==> config.mk <==
export PLATFORM = sky130hd
export DESIGN_NAME = draw_sequencer
export DESIGN_NICKNAME = d
export VERILOG_FILES = /design/src/rtl/draw_sequencer.sv
export SDC_FILE = /design/constraint.sdc
export NUM_CORES = 1
export LEC_CHECK = 0
export CAP_MARGIN = 20
export CORE_MARGIN = 2
export CORE_UTILIZATION = 45
export CTS_CLUSTER_SIZE = 14
export DETAILED_ROUTE_END_ITERATION = 10
export GPL_TIMING_DRIVEN = 0
export PLACE_DENSITY_LB_ADDON = 0.12
export RECOVER_POWER = 25
export SLEW_MARGIN = 15
export SYNTH_ARGS = -nofsm -noshare
export SYNTH_HDL_FRONTEND = slang
export SYNTH_SLANG_ARGS = --single-unit
export TNS_END_PERCENT = 20
==> constraint.sdc <==
create_clock -name clk -period 3.97 [get_ports clk]
set_input_delay 0.397 -clock clk [delete_from_list [all_inputs] [get_ports clk]]
set_output_delay 0.397 -clock clk [all_outputs]
set_load 0.005 [all_outputs]
==> src/rtl/draw_sequencer.sv <==
// draw_sequencer: walks the per-frame object list and hands each active index to the
// display datapath, waiting for its done. Optional erase sweep: define DRAW_SEQ_ERASE_EN.
module draw_sequencer #(
  parameter int unsigned NUM_OBJ        = 5,
  parameter int unsigned CS_W           = 4,
  parameter int unsigned TIMEOUT_CYCLES = 4096
) (
  input  logic               clk,
  input  logic               reset,
  input  logic               frame_tick,
  input  logic [NUM_OBJ-1:0] obj_active,
  input  logic               obj_done,
  output logic [CS_W-1:0]    control_signal,
  output logic               obj_start,
  output logic               plot,
  output logic               erase,
  output logic               busy,
  output logic               frame_done,
  output logic               timeout_err,
  output logic               overrun_err
);

  localparam int unsigned     CNT_W    = $clog2(TIMEOUT_CYCLES);
  localparam logic [CNT_W-1:0] CNT_LAST = CNT_W'(TIMEOUT_CYCLES - 1);

  typedef enum logic [1:0] {
    S_IDLE,
    S_ARM,
    S_WAIT_DONE,
    S_FINISH
  } state_t;

  state_t             state_q, state_d;
  logic [CS_W-1:0]    idx_q, idx_d;
  logic [CNT_W-1:0]   cnt_q, cnt_d;
  logic [NUM_OBJ-1:0] snap_q, snap_d;
  logic               tmo_q, tmo_d;
  logic               ovr_q, ovr_d;
  logic [CS_W:0]      pick;
  logic [CS_W:0]      first_new, first_snap, next_snap;
`ifdef DRAW_SEQ_ERASE_EN
  logic [NUM_OBJ-1:0] prev_q, prev_d;
  logic               erase_q, erase_d;
  logic [CS_W:0]      next_prev;
`endif

  // {found, index} of the lowest set bit of mask, either anywhere or strictly above cur
  function automatic logic [CS_W:0] scan(input logic [NUM_OBJ-1:0] mask,
                                         input logic [CS_W-1:0]    cur,
                                         input logic               from_start);
    logic [CS_W:0] r;
    r = '0;
    for (int unsigned i = NUM_OBJ; i > 0; i--) begin
      if (mask[i-1] && (from_start || (CS_W'(i-1) > cur)))
        r = {1'b1, CS_W'(i-1)};
    end
    return r;
  endfunction

  assign first_new  = scan(obj_active, '0, 1'b1);
  assign first_snap = scan(snap_q, '0, 1'b1);
  assign next_snap  = scan(snap_q, idx_q, 1'b0);
`ifdef DRAW_SEQ_ERASE_EN
  assign next_prev  = scan(prev_q, idx_q, 1'b0);
`endif

  always_comb begin
    state_d = state_q;
    idx_d   = idx_q;
    cnt_d   = cnt_q;
    snap_d  = snap_q;
    tmo_d   = tmo_q;
    ovr_d   = ovr_q;
    pick    = '0;
`ifdef DRAW_SEQ_ERASE_EN
    prev_d  = prev_q;
    erase_d = erase_q;
`endif

    if (frame_tick && (state_q != S_IDLE))
      ovr_d = 1'b1;

    unique case (state_q)
      S_IDLE: begin
        if (frame_tick) begin
          snap_d = obj_active;
`ifdef DRAW_SEQ_ERASE_EN
          // the outgoing snapshot becomes the erase list for this pass
          prev_d = snap_q;
          if (first_snap[CS_W]) begin
            pick    = first_snap;
            erase_d = 1'b1;
          end else begin
            pick    = first_new;
            erase_d = 1'b0;
          end
`else
          pick = first_new;
`endif
          if (pick[CS_W]) begin
            idx_d   = pick[CS_W-1:0];
            state_d = S_ARM;
          end else begin
            state_d = S_FINISH;
          end
        end
      end
      S_ARM: begin
        cnt_d   = '0;
        state_d = S_WAIT_DONE;
      end
      S_WAIT_DONE: begin
        if (obj_done || (cnt_q == CNT_LAST)) begin
          if (!obj_done)
            tmo_d = 1'b1;
`ifdef DRAW_SEQ_ERASE_EN
          if (erase_q && next_prev[CS_W]) begin
            pick = next_prev;
          end else if (erase_q) begin
            pick    = first_snap;
            erase_d = 1'b0;
          end else begin
            pick = next_snap;
          end
`else
          pick = next_snap;
`endif
          if (pick[CS_W]) begin
            idx_d   = pick[CS_W-1:0];
            state_d = S_ARM;
          end else begin
            state_d = S_FINISH;
          end
        end else begin
          cnt_d = cnt_q + 1'b1;
        end
      end
      S_FINISH: state_d = S_IDLE;
    endcase
  end

  always_ff @(posedge clk or posedge reset) begin
    if (reset) begin
      state_q <= S_IDLE;
      idx_q   <= '0;
      cnt_q   <= '0;
      snap_q  <= '0;
      tmo_q   <= 1'b0;
      ovr_q   <= 1'b0;
`ifdef DRAW_SEQ_ERASE_EN
      prev_q  <= '0;
      erase_q <= 1'b0;
`endif
    end else begin
      state_q <= state_d;
      idx_q   <= idx_d;
      cnt_q   <= cnt_d;
      snap_q  <= snap_d;
      tmo_q   <= tmo_d;
      ovr_q   <= ovr_d;
`ifdef DRAW_SEQ_ERASE_EN
      prev_q  <= prev_d;
      erase_q <= erase_d;
`endif
    end
  end

  assign control_signal = idx_q;
  assign obj_start      = (state_q == S_ARM);
  assign plot           = (state_q == S_ARM) || (state_q == S_WAIT_DONE);
  assign busy           = plot;
  assign frame_done     = (state_q == S_FINISH);
  assign timeout_err    = tmo_q;
  assign overrun_err    = ovr_q;
`ifdef DRAW_SEQ_ERASE_EN
  assign erase          = erase_q && plot;
`else
  assign erase          = 1'b0;
`endif

endmodule

Yosys cells after proc, flatten, opt, wreduce, memory -nomap -nowiden
Cells that the tools add are included.

word-level totals
  register bits = 25
  bits of input ports = 9
  word-level logic and storage cells = 61

cells by class
  add/sub/neg operators = 1
  $lt $le $gt $ge = 5
  eq/ne operators = 9
  mux-type cells = 22
  bitwise logic cells = 1
  reductions and logical operators = 17

operator list
  operator                 count
  $mux W5                  10
  $pmux W12 S2             1
  $mux W4                  4
  $add A12 B1 Y12 const B  1
  $eq A12 B12 Y1 const B   1
  $mux W12                 1
  $ne A2 B2 Y1 const B     5
  $gt A1 B4 Y1 const A     2
  $gt A2 B4 Y1 const A     2
  $mux W2                  4
  $pmux W2 S4              1
  $pmux W4 S2              1
  $logic_and A1 B1 Y1      6
  $reduce_and A2 Y1        3
  $reduce_bool A2 Y1       3
  $reduce_and A5 Y1        1
  $eq A2 B2 Y1 const B     2
  $gt A3 B4 Y1 const A     1
  $reduce_and A3 Y1        1
  $eq A2 B1 Y1 const B     1
  $logic_not A2 Y1         1
  $logic_or A1 B1 Y1       2
  $not A1 Y1               1

Logic depth before layout (Yosys ltp)
  depth after elaboration = 10
  depth in mapped cells = 8

Least setup slack after synthesis
OpenSTA, ideal clock, no wires.

  kind = register to register
  from = reg cnt_q[0]
  to = reg idx_q[0] (netlist: control_signal[0])
  arrival time = 1.961 ns
  data required time = 3.842 ns
  path slack = 1.882 ns
  stages on the path, launching flop included = 7
  clock period less this slack = 2.088 ns
  path through = dfrtp_1 > ha_1 > nand4_2 > o31ai_4 > o21ai_4 > a2111oi_4 > mux2_1

between the ends
  cells in the longest elaborated chain, start to end = 4

ends and longest elaborated chain
  element                             line  RTL
  start: declaration                  35    logic [CNT_W-1:0] cnt_q, cnt_d;
  start signal: assignment            157   cnt_q <= cnt_d;
  $eq A12 B12 Y1                      113   if (obj_done || (cnt_q == CNT_LAST)) begin
  $logic_or A1 B1 Y1                  113
  $ne A2 B2 Y1 (no source line)       n/a
  $reduce_and A5 Y1 (no source line)  n/a
  end signal: assignment              156   idx_q <= idx_d;
  end: declaration                    34    logic [CS_W-1:0] idx_q, idx_d;

Every way passes these cells.
A chain may end at the register's enable or synchronous reset.

Worst setup path in the final report
  from = reg cnt_q[0]
  to = reg idx_q[2] (netlist: control_signal[2])

Same word-level chain as after synthesis.

==> flow_summary.ini <==
[global_route]
grt_overflow = 0
grt_pass1_vias = 1100
antenna_found_initial = 0
grt_start_max_net_pins = 24
grt_pass1_wl_um = 4720
grt_util_all_layers = 0.177

[placement]
place_area_sq_um = 1580
pre_cts_ws_ns = 1.59
gp_congestion = 0.877
placedCellCount = 185
io_buffers = 17
dpl.hpwl_um = 1990

[detailed_routing]
drc_errors = 0
initialDrtViolationCount = 51
detail-route-antenna-nets = 0
routed_wirelength_um = 2710
via_per_inst = 5.79
firstDrtPassIters = 4
via_count = 1094
avgRoutedWirePerCell_um = 14.4

[clock_tree]
clock-sinks = 23
cts_hold_buf = 0
cts.path.max_buffers = 2
root_buffer = clkbuf_4
cts_setup_buffers = 0
htreeDepth = 1
cts_buffers = 3
clock_latency_ns = 0.31
clkTransAtPathRegs_ns = 0.12
post_cts_resized = 0
cts_tree = built

[logic_synthesis]
yosys_warnings = 0
avgSynthCellArea_sq_um = 10.0
synth_area_leaders = dfrtp_1 42%, ha_1 5.5%, nand2_1 3.3%
ys_types = 39
synth_top_area_cell = dfrtp_1
ys_ff_latch = 23
yosysTopAreaCellShare = 0.421
synth_area_sq_um = 1370
synthCells = 136
yosysSeqAreaShare = 0.421

[job]
maxCapViolCount = 0

[critical_path]
critPathRequiredTime_ns = 4.17
cp-start-kind = flip-flop
worstSetupPathType = flip-flop to flip-flop
worst_ep_arrival_time_ns = 2.61
worstSetupEndpointType = flip-flop
critPathMaxFanout = 10

[cells_and_area]
layout-drive-gt1-share = 0.120
fin_cells = 189
diodes = 0
fin_area_sq_um = 1610
nets = 174
area_growth_pct = 17.5
nFillCells = 263
final_core_util = 0.567

[timing]
hold_violations = 0
finalCritPeriodShare = 0.608
setup_violations = 0
final.min_clock_period_ns = 2.41
rsz0062_at_grt = no
max_slew.worst_pin.slew_ns = 0.906
finClkSkew_ns = 0.00719
max_freq_mhz = 414
setup_slack_ns = 1.56
max-slew-margin-rel = 0.396
report.final.slew_viol_count = 0
fin_tns_setup_ns = 0

[floorplan]
core-area_sq_um = 2830
die_w_um = 59.1
initial_core_util = 0.483
rows = 19
die_area_sq_um = 3490
io_pins = 20
die_y_um = 59.1

[hold_path]
hold_path_class = flip-flop to flip-flop

[power_and_ir_drop]
powerDensity_nw_per_um2 = 570
ir_drop_v = 0.000348
p_leak_nw = 0.708

[outcome]
status = finished clean
[worst max-delay path: stages (launching register included)]
cell and delay, ns:
dfrtp_1 0.44, ha_1 0.23, nand4_2 0.20, o31ai_4 0.51, o21ai_4 0.16, a2111oi_4 0.40
mux2_1 0.37
[cell type report]
class                   instances  area (sq um)  share of cell area
inverters                       8          30.0              0.0187
repair buffers                 17           170               0.106
well taps                      31          38.8              0.0242
flip-flops and latches         23           576               0.359
multi-input cells             102           737               0.459
clock buffers                   4          26.3              0.0164
plain buffers                   4          27.5              0.0171
[worst paths after layout]
| check | slack (ns) | end | from | cells after the start |
|---|---|---|---|---|
| worst max-delay path | 1.56 | control_signal[2] | cnt_q[0] | 6 |
| worst min-delay path | 0.47 | overrun_err | overrun_err | 1 |
| worst max register to register | 1.56 | control_signal[2] | cnt_q[0] | 6 |
| worst min register to register | 0.47 | overrun_err | overrun_err | 1 |
| max in group asynchronous | 2.70 | snap_q[3] | reset | 2 |
| min in group asynchronous | 0.72 | state_q[0] | reset | 2 |
[logic make-up (layout without fill, tap and decap cells)]
logic type / Yosys count / count (layout) / share of synthesized area
muxes: 7 / 7 / 0.0568
AOI/OAI and AO/OA: 31 / 31 / 0.185
and+or+nand+nor: 51 / 51 / 0.205
DFF: 23 / 23 / 0.421
buffers and inverters: 12 / 33 / 0.0421
xor gates and xnor gates: 5 / 5 / 0.0321
other: 1 / 2 / 0.00274
adders and majority gates: 6 / 6 / 0.0549
[layout by cell type (no fill, tap or decap), types with 2 or more instances in the layout]
cell             synthesis  layout
nand2_1                 12      12
nand2b_1                 3       3
mux2_2                   3       3
nor3_1                   6       6
dfrtp_1                 23      23
nor2_1                  11      11
a21oi_1                  5       5
buf_4                    3       3
clkbuf_4                 0       3
o21ai_0                  8       8
ha_1                     6       6
conb_1                   1       2
xor2_1                   3       3
a21o_1                   2       2
o41ai_1                  2       2
nor2b_1                  3       3
o31ai_1                  3       3
nand3_1                  8       8
inv_1                    8       8
mux2_1                   3       3
clkdlybuf4s50_1          0      16
xnor2_1                  2       2
a32o_1                   2       2
o211ai_1                 2       2
[routing by layer]
layer,routed length (um),vias to the layer above,global-route usage
met5,0,-,0
met4,32,0,0.0649
met3,127,4,0.0306
met2,1370,33,0.308
met1,1190,532,0.220
li1,-,525,-
[power breakdown]
part / switching (mW) / internal (mW) / total, mW / leakage [nW]
Sequential: 0.0575 / 0.290 / 0.347 / 0.301
Clock: 0.0703 / 0.0392 / 0.109 / 0.0150
Combinational: 0.227 / 0.232 / 0.459 / 0.393
[synth_stat cells, drive strengths merged]
cell      n
a2111oi   1
a21oi     5
mux2i     1
or2       1
inv       8
a21o      2
nor2     11
nand3     9
nand2    12
o21ai     9
nor4      1
o21bai    1
o22ai     1
o211ai    2
o41ai     2
xnor2     2
mux2      6
o31ai     4
buf       4
ha        6
conb      1
o2111ai   1
xor2      3
nand4     3
and4      1
dfrtp    23
nor3      6
or3       1
o31a      1
nand2b    3
nor2b     3
a32o      2
[through the flow]
step,hold WS (ns),total power [mW]
2_1_floorplan,0.399,0.644
3_3_place_gp,0.441,0.792
3_5_place_dp,0.446,0.809
4_1_cts,0.481,0.925
5_1_grt,0.495,0.993
6_report,0.473,0.915
[state kept, by name, summed over array words and instances, names as in the netlist]
register and count:
control_signal 3, timeout_err 1, snap_q 4, state_q 2, overrun_err 1, cnt_q 12
No activity file was read; power rests on OpenSTA's default activity.
